## src/rtl/dport_pxunpack_pkg.sv

```systemverilog
// Shared DisplayPort pixel-path definitions: unpacker state encoding and beat geometry.
package dport_pxunpack_pkg;

    typedef enum logic [1:0] {
        StIdle   = 2'd0,
        StActive = 2'd1,
        StDone   = 2'd2
    } px_state_e;

    localparam int unsigned DpPixW  = 24;
    localparam int unsigned DpBeatW = 2 * DpPixW;

    function automatic logic [DpPixW-1:0] px_rgb(
        input logic              pix_bit,
        input logic [DpPixW-1:0] fg,
        input logic [DpPixW-1:0] bg
    );
        return pix_bit ? fg : bg;
    endfunction

endpackage

```

## src/rtl/dport_pxunpack.sv

```systemverilog
// Expands 16-pixel monochrome Blit words into two-pixel RGB beats for the DP stuffer,
// trimming each line to the latched active width.
module dport_pxunpack
    import dport_pxunpack_pkg::*;
#(
    parameter logic [DpPixW-1:0] FGCOL = 24'h000000,
    parameter logic [DpPixW-1:0] BGCOL = 24'hFFFFFF
) (
    input  logic               dpclk,
    input  logic               reset_n,
    input  logic               dpdmahstart,
    input  logic [15:0]        hact,
    input  logic               raw_pixel_valid,
    input  logic [15:0]        raw_pixel_data,
    output logic               raw_pixel_ready,
    output logic               dp_pixel_valid,
    output logic [DpBeatW-1:0] dp_pixel_data,
    input  logic               dp_pixel_ready
);

    px_state_e          r_state;
    px_state_e          w_state_next;
    logic [15:0]        r_buf;
    logic               r_buf_full;
    logic [2:0]         r_pair;
    logic [15:0]        r_cnt;
    logic [15:0]        r_hact;
    logic               r_valid;
    logic [DpBeatW-1:0] r_data;

    logic               w_active;
    logic               w_out_free;
    logic [16:0]        w_cnt_next;
    logic               w_last;
    logic               w_right_pad;
    logic               w_take;
    logic               w_load;
    logic [15:0]        w_word;
    logic [2:0]         w_idx;
    logic               w_left;
    logic               w_right;

    always_comb begin
        w_active    = (r_state == StActive) && !dpdmahstart;
        w_out_free  = !r_valid || dp_pixel_ready;
        w_cnt_next  = {1'b0, r_cnt} + 17'd2;
        w_last      = w_cnt_next >= {1'b0, r_hact};
        w_right_pad = ({1'b0, r_cnt} + 17'd1) >= {1'b0, r_hact};
        // Refill on empty, or alongside the last pair so words stream without a bubble.
        raw_pixel_ready = w_active &&
                          (!r_buf_full || (w_out_free && (r_pair == 3'd7) && !w_last));
        w_take  = raw_pixel_valid && raw_pixel_ready;
        w_load  = w_active && w_out_free && (r_buf_full || raw_pixel_valid);
        // An empty buffer forwards the incoming word straight to the output register.
        w_word  = r_buf_full ? r_buf : raw_pixel_data;
        w_idx   = r_buf_full ? r_pair : 3'd0;
        w_left  = w_word[4'd15 - {w_idx, 1'b0}];
        w_right = w_word[4'd14 - {w_idx, 1'b0}] && !w_right_pad;
    end

    always_comb begin
        w_state_next = r_state;
        if (dpdmahstart) begin
            w_state_next = (hact == 16'd0) ? StDone : StActive;
        end else if (w_load && w_last) begin
            w_state_next = StDone;
        end
    end

    always_ff @(posedge dpclk or negedge reset_n) begin
        if (!reset_n) begin
            r_state    <= StIdle;
            r_buf      <= '0;
            r_buf_full <= 1'b0;
            r_pair     <= '0;
            r_cnt      <= '0;
            r_hact     <= '0;
            r_valid    <= 1'b0;
            r_data     <= '0;
        end else begin
            r_state <= w_state_next;
            if (dpdmahstart) begin
                r_buf_full <= 1'b0;
                r_pair     <= '0;
                r_cnt      <= '0;
                r_valid    <= 1'b0;
                r_hact     <= hact;
            end else begin
                if (w_load) begin
                    r_valid <= 1'b1;
                    r_data  <= {px_rgb(w_left, FGCOL, BGCOL), px_rgb(w_right, FGCOL, BGCOL)};
                    r_cnt   <= w_cnt_next[15:0];
                end else if (dp_pixel_ready) begin
                    r_valid <= 1'b0;
                end

                if (w_load && w_last) begin
                    r_buf_full <= 1'b0;
                end else if (w_take) begin
                    r_buf      <= raw_pixel_data;
                    r_buf_full <= 1'b1;
                    r_pair     <= (w_load && !r_buf_full) ? 3'd1 : 3'd0;
                end else if (w_load) begin
                    r_pair <= r_pair + 3'd1;
                    if (r_pair == 3'd7) begin
                        r_buf_full <= 1'b0;
                    end
                end
            end
        end
    end

    assign dp_pixel_valid = r_valid;
    assign dp_pixel_data  = r_data;

endmodule

```

## config.mk

```make
export PLATFORM = sky130hd
export DESIGN_NAME = dport_pxunpack
export DESIGN_NICKNAME = d
export VERILOG_FILES = /design/src/rtl/dport_pxunpack_pkg.sv /design/src/rtl/dport_pxunpack.sv
export SDC_FILE = /design/constraint.sdc
export NUM_CORES = 1
export LEC_CHECK = 0
export ABC_AREA = 0
export BUFFER_PORTS_ARGS = -buffer_cell sky130_fd_sc_hd__buf_2
export CORE_MARGIN = 2
export CORE_UTILIZATION = 50
export CTS_BUF_LIST = sky130_fd_sc_hd__clkbuf_2 sky130_fd_sc_hd__clkbuf_4 sky130_fd_sc_hd__clkbuf_8
export DETAILED_ROUTE_END_ITERATION = 8
export PLACE_DENSITY_LB_ADDON = 0.3
export SLEW_MARGIN = 20
export SYNTH_ARGS = -nofsm -noshare
export SYNTH_HDL_FRONTEND = slang
export SYNTH_SLANG_ARGS = --single-unit
```

## constraint.sdc

```tcl
create_clock -name dpclk -period 3.3 [get_ports dpclk]
set_input_delay 0.33 -clock dpclk [delete_from_list [all_inputs] [get_ports dpclk]]
set_output_delay 0.33 -clock dpclk [all_outputs]
set_load 0.01 [all_outputs]
```

==> out/summary.txt, run 1 <==
====================================================================================
Number of antenna violations at the first check in global routing                  0
Leakage                                                                      2.24 nW
Category of the worst setup path capture point                                  flop
Post-Synthesis Net Count                                                         480
R2r worst-path depth                                                              16
Antenna diodes                                                                     0
Reg-to-Reg Start                                                            r_cnt[3]
CTS buffer count                                                                   5
RSZ-0062 raised after global routing                                             yes
Core area                                                                   7650 um2
FF-to-FF End                                                               r_buf[12]
Sw Share                                                                       0.333
Number of vias in the routed layout                                             3059
Highest achievable clock rate                                              0.296 GHz
Total of warnings raised by yosys                                                  0
Initial standard-cell utilization of the core                                  0.511
Distinct cell type count after synthesis                                          52
Crit Path Category                                                      flop to flop
Total of endpoints with negative setup slack in the final report                  16
Height of the die                                                            92.4 um
Maximum number of pins on one net before global-route repair                      50
Die footprint                                                               8550 um2
Status                                                                  finished with violations
Global route total overflow                                                        0
Crit Path Max Fanout                                                               8
Share of power burned in combinational logic                                   0.306
Final GP Congestion                                                            0.910
Crit path DAT                                                                3.60 ns
Root Buffer Master                                                      sky130_fd_sc_hd__clkbuf_8
Clock power frac                                                               0.226
Final ANT Viol Nets                                                                0
#FFs+latches synth                                                                56
Share of Yosys cell area claimed by the top area cell type                     0.358
Switching Power                                                             0.594 mW
Post-synthesis average cell area                                            9.54 um2
Clock latency reported for the late side of the worst-skew pair              0.32 ns
Ports placed on the boundary                                                      87
Clock-pin slew on the worst setup and hold paths                             0.11 ns
Final period util                                                               1.02
Slew headroom                                                                  0.507
Fill cell total of the finished layout                                           645
Total Wirelength                                                             8590 um
Final net count                                                                  540
TritonCTS clock tree                                                             yes
VDD IR max                                                                0.000267 V
Slew at the pin closest to its max-slew limit                               0.738 ns
Final routed wire length divided by cell count                               15.0 um
Deepest level of the CTS H-tree                                                    2
Total track usage                                                              0.207
Startpoint type of the worst setup path                                         flop
Die Span X                                                                   92.4 um
Min Tclk post-route                                                          3.38 ns
Family with the most delay on the worst path                            simple AND/OR/NAND/NOR gates
Worst slack on hold paths                                                   0.226 ns
Sequential share of power                                                      0.469
Number of clock sinks                                                             56
Peak per-stage delay on the critical path                                    0.38 ns
Post-DP HPWL                                                                 6440 um
Cell area power density                                                   392 nW/um2
Async S/R FF share, synth                                                       1.00
Number of remaining DRC errors                                                     0
Final setup margin                                                        -0.0761 ns
Number of global-route vias before repair                                       2835
Required time of the critical path                                           3.52 ns
Number of enable flip-flop cells after synthesis                                   0
Count of pins over their slew limit                                                0
Area delta synth->final                                                        16.3%
Most area-consuming cells after synthesis                               sky130_fd_sc_hd__dfrtp_1, sky130_fd_sc_hd__ha_1, sky130_fd_sc_hd__buf_4, sky130_fd_sc_hd__nand2_1, sky130_fd_sc_hd__mux2_4
Internal power contribution                                                  1.19 mW
Max-Cap Viols                                                                      0
Source of the critical timing path                                          r_cnt[3]
Most used flip-flop cell after synthesis                                sky130_fd_sc_hd__dfrtp_1
Post-synthesis sequential area ratio                                           0.358
Wire length of the first global-routing pass                                13900 um
Ratio of cells with drive above 1 in the final layout                          0.384
Port Buf Inserts                                                                  86
Worst path slowest cell                                                 sky130_fd_sc_hd__dfrtp_1
Total stage count of the critical path                                            16
Final setup skew                                                           0.0144 ns
Yosys top cell by area                                                  sky130_fd_sc_hd__dfrtp_1
Failing checks                                                          negative setup slack
Post-Route Utilization                                                         0.595
Maximum clock path buffer count                                                    2
Routed vias/inst                                                                5.34
1st-iter DRT viols                                                               223
Iteration count of the initial detailed-routing pass                               5
FP Rows                                                                           32
Path category of the worst min-delay check                              input pin to flop
Count of buffering cells on the critical path with inverters included              3
Slack of the worst reg-to-reg path                                          -0.08 ns
Hold Fails Final Rpt                                                               0
Worst setup path endpoint                                                  r_buf[12]
Cell Area, Synth                                                            3910 um2
Ordered list of cells on the worst path                                 nand4_1 -> nor2_2 -> and2_4 -> nand3_2 -> buf_4 -> xnor2_1 -> ha_1 -> a21oi_1 -> o211ai_1 -> nor4_1 -> a31oi_1 -> nand3b_4 -> a211oi_4 -> buf_6 -> buf_12 -> mux2_2
Count of mapped cells out of synthesis                                           410
====================================================================================
-- cells in the mapped netlist (3+ instances only) --
master	count
sky130_fd_sc_hd__a21o_1	4
sky130_fd_sc_hd__a21oi_1	14
sky130_fd_sc_hd__a31oi_1	3
sky130_fd_sc_hd__and2_1	5
sky130_fd_sc_hd__buf_2	6
sky130_fd_sc_hd__buf_4	46
sky130_fd_sc_hd__clkbuf_1	20
sky130_fd_sc_hd__dfrtp_1	56
sky130_fd_sc_hd__ha_1	33
sky130_fd_sc_hd__inv_1	19
sky130_fd_sc_hd__mux2_2	7
sky130_fd_sc_hd__mux2_4	10
sky130_fd_sc_hd__mux4_2	4
sky130_fd_sc_hd__nand2_1	44
sky130_fd_sc_hd__nand2b_1	5
sky130_fd_sc_hd__nand3_1	10
sky130_fd_sc_hd__nand3b_1	3
sky130_fd_sc_hd__nand4_1	9
sky130_fd_sc_hd__nor2_1	16
sky130_fd_sc_hd__nor2b_1	3
sky130_fd_sc_hd__nor3_1	4
sky130_fd_sc_hd__nor3b_1	3
sky130_fd_sc_hd__nor4_1	5
sky130_fd_sc_hd__o21ai_0	30
sky130_fd_sc_hd__o31ai_1	5
sky130_fd_sc_hd__xnor2_1	10
sky130_fd_sc_hd__xor2_1	5
-- through the flow --
stage                     setup TNS (ns)  instances  area (um2)  setup WS [ns]  total power [mW]
final                             -0.829        573        4550        -0.0761              1.78
after global routing               -4.34        573        4550         -0.276              1.89
after CTS                        -0.0439        567        4460        -0.0128              1.79
after detailed placement          -0.329        551        4260        -0.0499              1.38
after global placement                 0        551        4260         0.0806              1.36
after floorplan                  -0.0732        410        3960       -0.00732              1.34
-- metal layers --
metal	up-vias	wire [um]	track usage
li1	1501	-	-
met1	1451	4030	0.295
met2	99	4060	0.329
met3	8	387	0.0342
met4	0	111	0.0560
met5	-	0	0
-- registers in the layout, summed over array words and instances, names as in the netlist --
register        flops
r_buf              16
r_pair              3
dp_pixel_data       2
r_hact             16
r_state             2
r_cnt              15
dp_pixel_valid      1
r_buf_full          1
-- layout by cell type, fill, tap and decap left out, types with 5 or more instances in the layout --
| cell | n |
|---|---|
| sky130_fd_sc_hd__ha_1 | 32 |
| sky130_fd_sc_hd__mux2_4 | 12 |
| sky130_fd_sc_hd__mux2_2 | 5 |
| sky130_fd_sc_hd__nor2_1 | 13 |
| sky130_fd_sc_hd__o21ai_0 | 30 |
| sky130_fd_sc_hd__nand4_1 | 9 |
| sky130_fd_sc_hd__inv_1 | 19 |
| sky130_fd_sc_hd__nor4_1 | 5 |
| sky130_fd_sc_hd__o31ai_1 | 5 |
| sky130_fd_sc_hd__clkbuf_8 | 5 |
| sky130_fd_sc_hd__a21oi_1 | 13 |
| sky130_fd_sc_hd__nand2_1 | 44 |
| sky130_fd_sc_hd__dfrtp_1 | 54 |
| sky130_fd_sc_hd__buf_4 | 37 |
| sky130_fd_sc_hd__xnor2_1 | 9 |
| sky130_fd_sc_hd__nand3_1 | 7 |
| sky130_fd_sc_hd__buf_2 | 86 |
| sky130_fd_sc_hd__nand2b_1 | 5 |
-- final cells by class --
cell class | instances | area (um2) | share of cell area
Clock buffer | 5 | 68.8 | 0.0151
Clock inverter | 3 | 25.0 | 0.00550
Inverter | 19 | 71.3 | 0.0157
Multi-Input combinational cell | 261 | 2080 | 0.456
Sequential cell | 56 | 1400 | 0.309
Tap cell | 102 | 128 | 0.0281
Timing Repair Buffer | 127 | 777 | 0.171
-- how the worst min path moves through the flow --
stage                      startpoint                end  slack, ns  cells past startpoint
CTS                 raw_pixel_data[9]           r_buf[9]       0.22                      2
floorplan                     reset_n  dp_pixel_data[23]       0.03                      0
detailed placement            reset_n          r_hact[2]       0.31                      1
global route        raw_pixel_data[2]           r_buf[2]       0.22                      2
finish                       hact[15]         r_hact[15]       0.23                      3
global placement              reset_n          r_hact[2]       0.30                      1
-- power groups by stage --
stage,sequential (mW),clock (mW),combinational [mW]
4_1_cts,0.837,0.408,0.543
3_3_place_gp,0.845,0,0.520
5_1_grt,0.852,0.438,0.601
2_1_floorplan,0.840,0,0.499
3_5_place_dp,0.850,0,0.532
6_report,0.835,0.402,0.544
-- tightest hold or removal path, delay by kind of cell --
family	cells	cell delay [ns]
compound gates	1	0.06
simple gates	1	0.04
buf+inv	1	0.09
-- what timing repair did --
action | CTS | global route
setup buffers | 6 | 6
endpoints found under the setup margin | 16 | 19
hold buffers | 1 | 0
resized for setup | 6 | 8
endpoints found under the hold margin | 19 | 0
gates cloned | 1 | 0
pin swaps | 1 | 11
-- kinds of logic after synthesis --
group,synth area share
simple gates,0.153
buf+inv,0.138
compound gates,0.124
flops,0.358
fa+ha+maj,0.106
mux,0.0867
xor+xnor,0.0336
(Power assumes the default switching activity.)
==> run 2, diff against run 1 <==
REMOVE_ABC_BUFFERS = 1   (was default)
==> run 2 against run 1 <==
Compared with the run above:
- the flow still finishes with violations (negative setup slack)
- count of clock-buffer cells in the layout is the same
- register-to-register slack got worse by 0.25 ns
- clock power fell by 2%
- clock skew is essentially flat
- hold slack lost 0.20 ns
- worst setup slack worse by 0.25 ns
- core utilization grew 2.7 points
- final cell count is 2.1% higher
- global-route usage grew 1.0 points
==> out/summary.txt, run 2 (synthesized netlist as in run 1, its figures left out) <==
=====================================================================================
Number of global-route vias before repair                                        3047   +7.5%
Count of pins over their slew limit                                                 0   unchanged
Slew headroom                                                                   0.570   +0.0628
Total Wirelength                                                              9420 um   +9.7%
Final standard cell area without fillers                                     4760 um2   +4.5%
Failing checks                                                           negative setup slack
Highest achievable clock rate                                               0.276 GHz   -6.8%
Crit path DAT                                                                 3.83 ns   +0.23 ns
Port Buf Inserts                                                                   86   unchanged
Leading registers by flop count                                          r_buf (16), r_hact (16), r_cnt (15)
Worst slack on hold paths                                                   0.0213 ns   -0.205 ns
Leakage                                                                       2.35 nW   +4.9%
Final setup skew                                                            0.0140 ns   -0.000394 ns
Height of the die                                                             92.4 um   unchanged
Routed met1 length                                                            4150 um   +3.0%
VDD IR max                                                                 0.000195 V   -27%
Number of buffers inserted for hold repair after clock tree synthesis               0   -1
Die footprint                                                                8550 um2   unchanged
Cell area power density                                                    380 nW/um2   -3.0%
Iteration count of the initial detailed-routing pass                                4   -1
Number of antenna violations at the first check in global routing                   0   unchanged
RSZ-0062 raised after global routing                                              yes
Crit Path Category                                                       flop to flop
Root Buffer Master                                                       sky130_fd_sc_hd__clkbuf_8
Area after detailed placement                                                4280 um2   +0.41%
Ports placed on the boundary                                                       87   unchanged
Final routed wire length divided by cell count                                16.1 um   +7.5%
Ratio of cells with drive above 1 in the final layout                           0.412   +0.0277
Initial standard-cell utilization of the core                                   0.511   unchanged
Maximum clock path buffer count                                                     2   unchanged
Number of remaining DRC errors                                                      0   unchanged
TritonCTS clock tree                                                              yes
Crit Path Max Fanout                                                                8   unchanged
Most frequent standard cell in the layout excluding fill and tap cells   sky130_fd_sc_hd__buf_2
Deepest level of the CTS H-tree                                                     2   unchanged
Hold Fails Final Rpt                                                                0   unchanged
Category of the worst setup path capture point                                   flop
Die Span X                                                                    92.4 um   unchanged
Top library cells by usage in the layout, fill and taps aside            sky130_fd_sc_hd__buf_2, sky130_fd_sc_hd__dfrtp_1, sky130_fd_sc_hd__buf_4
Routed vias/inst                                                                 5.30   -0.71%
Path category of the worst min-delay check                               input pin to asynchronous set/reset pin
Maximum number of pins on one net before global-route repair                       50   unchanged
Clock-pin slew on the worst setup and hold paths                              0.10 ns   about the same
Startpoint type of the worst setup path                                          flop
Final net count                                                                   552   +2.2%
Highest routed layer                                                             met4
Final GP Congestion                                                             0.885   -2.7%
Global route total overflow                                                         0   unchanged
1st-iter DRT viols                                                                208   -6.7%
Post-DP HPWL                                                                  6560 um   +1.9%
Met3 wire len                                                                  328 um   -15%
Clock latency reported for the late side of the worst-skew pair               0.32 ns   about the same
Final period util                                                                1.10   +0.0750
Final setup margin                                                          -0.324 ns   -0.248 ns
Number of clock sinks                                                              56   unchanged
Number of vias in the routed layout                                              3101   +1.4%
Status                                                                   finished with violations
Area delta synth->final                                                         21.6%
CTS buffer count                                                                    5   unchanged
FP Rows                                                                            32   unchanged
Antenna diodes                                                                      0   unchanged
Slew at the pin closest to its max-slew limit                                0.645 ns   -0.0926 ns
Max-Cap Viols                                                                       0   unchanged
Required time of the critical path                                            3.50 ns   -0.02 ns
Total of endpoints with negative setup slack in the final report                   19   +3
Routed length on met2                                                         4700 um   +16%
Wire length of the first global-routing pass                                 14900 um   +7.0%
Final ANT Viol Nets                                                                 0   unchanged
Setup Slack @ Placement                                                     -0.216 ns   -0.166 ns
Core area                                                                    7650 um2   unchanged
Total track usage                                                               0.218   +0.0104
Min Tclk post-route                                                           3.62 ns   +0.248 ns
=====================================================================================
## run 2: final cells by class
type / count / area [um2]
Clock inverter: 3 / 22.5
Tap cell: 102 / 128
Timing Repair Buffer: 139 / 855
Inverter: 19 / 71.3
Fill cell: 598 / 2890
Multi-Input combinational cell: 261 / 2210
Clock buffer: 5 / 68.8
Sequential cell: 56 / 1400
## run 2: per-layer routing
| metal | up-vias | track usage |
|---|---|---|
| met5 | - | 0 |
| met4 | 0 | 0.0920 |
| met3 | 17 | 0.0293 |
| met2 | 67 | 0.351 |
| met1 | 1501 | 0.295 |
| li1 | 1516 | - |
## run 2: report_power, final
group / internal (mW) / switching [mW]
sequential: 0.766 / 0.0706
clock: 0.153 / 0.241
combinational: 0.285 / 0.292
total: 1.20 / 0.603
## run 2: worst max-delay path: stages (launching register included)
cell	delay, ns
sky130_fd_sc_hd__dfrtp_1	0.38
sky130_fd_sc_hd__nand4_1	0.17
sky130_fd_sc_hd__nor2_2	0.20
sky130_fd_sc_hd__and2_4	0.19
sky130_fd_sc_hd__nand3_4	0.08
sky130_fd_sc_hd__nor2_4	0.14
sky130_fd_sc_hd__xor2_2	0.22
sky130_fd_sc_hd__ha_4	0.25
sky130_fd_sc_hd__nand3_4	0.08
sky130_fd_sc_hd__buf_4	0.12
sky130_fd_sc_hd__buf_6	0.10
sky130_fd_sc_hd__o311ai_4	0.09
sky130_fd_sc_hd__o41ai_2	0.34
sky130_fd_sc_hd__a31oi_1	0.12
sky130_fd_sc_hd__nand3b_4	0.22
sky130_fd_sc_hd__a211oi_4	0.29
sky130_fd_sc_hd__buf_6	0.21
sky130_fd_sc_hd__mux2_4	0.31
## run 2: what timing repair did
| action | CTS | global route |
|---|---|---|
| setup buffers | 12 | 8 |
| pin swaps | 21 | 17 |
| gates resized for setup | 28 | 21 |
| gates cloned | 1 | 0 |
| setup endpoints to repair | 17 | 20 |
## run 2: worst paths after layout
path | to | slack (ns) | startpoint | depth (start not counted)
setup / recovery | r_buf[9] | -0.32 | r_cnt[5] | 17
hold / removal | r_hact[3] | 0.02 | reset_n | 1
setup reg to reg | r_buf[9] | -0.32 | r_cnt[5] | 17
hold reg to reg | r_buf[6] | 0.52 | r_buf[6] | 1
max in group asynchronous | r_buf[9] | 2.46 | reset_n | 2
min in group dpclk | r_buf[0] | 0.23 | raw_pixel_data[0] | 2
## run 2: metrics by stage
stage / power (mW) / setup TNS (ns) / utilization / cells
after global placement: 1.37 / -0.870 / 0.559 / 559
after global routing: 1.91 / -8.14 / 0.622 / 585
final: 1.81 / -5.62 / 0.622 / 585
after detailed placement: 1.39 / -2.95 / 0.559 / 559
after floorplan: 1.12 / -7.23 / - / 336
after CTS: 1.80 / -0.999 / 0.603 / 580
==> run 3, diff against run 2 <==
RECOVER_POWER = 100   (was default)
==> run 3 against run 2 <==
Compared with the run above:
- the run ends with max-capacitance violations, max-slew violations, negative setup slack left
- routed wire length is essentially flat
- total power barely moved
- via count is the same
- clock skew unchanged
- highest routed layer unchanged
- flip-flop and latch count stayed put
- core utilization hardly changed
- non-clock buffer count unchanged
- die area unchanged
- final cell count did not move
- register-to-register slack about the same
==> out/summary.txt, run 3 (synthesized netlist as in run 1, its figures left out) <==
=====================================================================================
Switching Power                                                              0.603 mW   about the same
Die Span X                                                                    92.4 um   unchanged
Ports placed on the boundary                                                       87   unchanged
Reg-to-Reg Start                                                             r_cnt[5]
Hold Fails Final Rpt                                                                0   unchanged
FP Rows                                                                            32   unchanged
Root Buffer Master                                                       sky130_fd_sc_hd__clkbuf_8
Sequential share of power                                                       0.463   about the same
Number of antenna violations at the first check in global routing                   0   unchanged
Final net count                                                                   552   unchanged
Failing checks                                                           max-capacitance violations, max-slew violations, negative setup slack
Path category of the worst min-delay check                               input pin to flop
Met1 capacity usage during global routing                                       0.295   unchanged
Sw Share                                                                        0.334   about the same
Total track usage                                                               0.218   unchanged
Setup Slack @ Placement                                                     -0.216 ns   unchanged
R2r worst-path depth                                                               17   unchanged
Number of stages on the worst hold path                                             2
Min Tclk post-route                                                           3.62 ns   unchanged
Wire length of the first global-routing pass                                 14900 um   unchanged
Max-Cap Viols                                                                       1   +1
Total Wirelength                                                              9430 um   about the same
1st-iter DRT viols                                                                208   unchanged
Area delta synth->final                                                         21.6%   about the same
Total power after layout                                                      1.81 mW   about the same
Internal power contribution                                                   1.20 mW   about the same
Category of the worst setup path capture point                                   flop
CTS buffer count                                                                    5   unchanged
Met3 usage in global routing                                                   0.0293   unchanged
Most frequent standard cell in the layout excluding fill and tap cells   sky130_fd_sc_hd__buf_2
Count of pins over their slew limit                                                29   +29
Die footprint                                                                8550 um2   unchanged
RSZ-0062 raised after global routing                                              yes
Core area                                                                    7650 um2   unchanged
Height of the die                                                             92.4 um   unchanged
Top library cells by usage in the layout, fill and taps aside            sky130_fd_sc_hd__buf_2, sky130_fd_sc_hd__dfrtp_1, sky130_fd_sc_hd__buf_4
Maximum number of pins on one net before global-route repair                       50   unchanged
Slew headroom                                                                 -0.0303   -0.600
Maximum clock path buffer count                                                     2   unchanged
Leading registers by flop count                                          r_buf (16), r_hact (16), r_cnt (15)
Ratio of cells with drive above 1 in the final layout                           0.410   -0.00207
Startpoint type of the worst setup path                                          flop
Final GP Congestion                                                             0.885   unchanged
Cell area power density                                                    380 nW/um2   about the same
Total of endpoints with negative setup slack in the final report                   19   unchanged
FF-to-FF End                                                                 r_buf[9]
Antenna diodes                                                                      0   unchanged
Clock latency reported for the late side of the worst-skew pair               0.32 ns   about the same
Required time of the critical path                                            3.50 ns   about the same
Number of remaining DRC errors                                                      0   unchanged
Final standard cell count with taps included and fillers excluded                 585   unchanged
Slack of the worst reg-to-reg path                                           -0.32 ns   about the same
Final routed wire length divided by cell count                                16.1 um   about the same
Layer with the highest usage                                                     met2
Clock-pin slew on the worst setup and hold paths                              0.11 ns   about the same
Number of global-route vias before repair                                        3047   unchanged
Post-DP HPWL                                                                  6560 um   unchanged
Clock power frac                                                                0.218   about the same
Slew at the pin closest to its max-slew limit                                 1.55 ns   +0.900 ns
Final ANT Viol Nets                                                                 0   unchanged
Number of clock sinks                                                              56   unchanged
Initial standard-cell utilization of the core                                   0.511   unchanged
Source of the critical timing path                                           r_cnt[5]
Status                                                                   finished with violations
Port Buf Inserts                                                                   86   unchanged
TritonCTS clock tree                                                              yes
Iteration count of the initial detailed-routing pass                                4   unchanged
Crit Path Max Fanout                                                                8   unchanged
Final setup margin                                                          -0.324 ns   unchanged
VDD IR max                                                                 0.000195 V   unchanged
Instance count after placement with tap cells included                            559   unchanged
Number of vias in the routed layout                                              3101   unchanged
Global route total overflow                                                         0   unchanged
GRT met2 Usage                                                                  0.351   unchanged
Leakage                                                                       2.35 nW   -0.12%
Final setup skew                                                            0.0140 ns   unchanged
Crit Path Category                                                       flop to flop
Sum Neg Setup Slack                                                          -5.62 ns   unchanged
Crit path DAT                                                                 3.83 ns   about the same
Final period util                                                                1.10   unchanged
Worst setup path endpoint                                                    r_buf[9]
Share of power burned in combinational logic                                    0.319   about the same
Deepest level of the CTS H-tree                                                     2   unchanged
Routed vias/inst                                                                 5.30   unchanged
Highest achievable clock rate                                               0.276 GHz   unchanged
=====================================================================================
==> run 3: final cells by class <==
| type | instances | area (um2) |
|---|---|---|
| multi-input combinational | 261 | 2210 |
| timing repair buffer | 139 | 853 |
| fill | 599 | 2890 |
| clock buffer | 5 | 68.8 |
| clock inverter | 3 | 22.5 |
| inverter | 19 | 71.3 |
| tap | 102 | 128 |
| sequential | 56 | 1400 |
==> run 3: timing repair <==
item | 4_1_cts | 5_1_grt
hold buffers | 0 | 0
pin swaps | 21 | 17
cloned | 1 | 0
setup buffers | 12 | 8
resized for setup | 28 | 21
endpoints found under the setup margin | 17 | 20
==> run 3: power groups by stage <==
| stage | Clock, mW | Combinational (mW) | Sequential [mW] |
|---|---|---|---|
| 2_1_floorplan | 0 | 0.198 | 0.927 |
| 3_3_place_gp | 0 | 0.528 | 0.845 |
| 3_5_place_dp | 0 | 0.536 | 0.851 |
| 4_1_cts | 0.404 | 0.562 | 0.838 |
| 5_1_grt | 0.431 | 0.630 | 0.852 |
| 6_report | 0.393 | 0.577 | 0.837 |
==> run 3: how the worst min path moves through the flow <==
stage	from	end	slack, ns
2_1_floorplan	reset_n	dp_pixel_data[23]	0.03
3_3_place_gp	reset_n	r_hact[3]	0.39
3_5_place_dp	reset_n	r_hact[3]	0.39
4_1_cts	reset_n	r_hact[3]	0.05
5_1_grt	raw_pixel_data[13]	r_buf[13]	0.22
6_report	raw_pixel_data[0]	r_buf[0]	0.23
==> run 3: metal layers <==
metal / vias up / part of all wire
li1: 1516 / -
met1: 1501 / 0.44
met2: 67 / 0.50
met3: 17 / 0.035
met4: 0 / 0.026
met5: - / 0
==> run 3: metrics by stage <==
step,util,instance area (um2),hold slack [ns]
5_1_grt,0.622,4750,0.224
6_report,0.622,4750,0.228
2_1_floorplan,-,3440,0.0344
3_5_place_dp,0.559,4280,0.393
4_1_cts,0.603,4610,0.0453
3_3_place_gp,0.559,4280,0.385
==> run 3: critical path: stages (launching register included) <==
cell                       delay (ns)
sky130_fd_sc_hd__dfrtp_1         0.38
sky130_fd_sc_hd__nand4_1         0.17
sky130_fd_sc_hd__nor2_2          0.20
sky130_fd_sc_hd__and2_4          0.19
sky130_fd_sc_hd__nand3_4         0.08
sky130_fd_sc_hd__nor2_4          0.14
sky130_fd_sc_hd__xor2_2          0.22
sky130_fd_sc_hd__ha_4            0.25
sky130_fd_sc_hd__nand3_4         0.08
sky130_fd_sc_hd__buf_4           0.12
sky130_fd_sc_hd__buf_6           0.10
sky130_fd_sc_hd__o311ai_4        0.09
sky130_fd_sc_hd__o41ai_2         0.34
sky130_fd_sc_hd__a31oi_1         0.12
sky130_fd_sc_hd__nand3b_4        0.22
sky130_fd_sc_hd__a211oi_4        0.29
sky130_fd_sc_hd__buf_6           0.21
sky130_fd_sc_hd__mux2_4          0.31
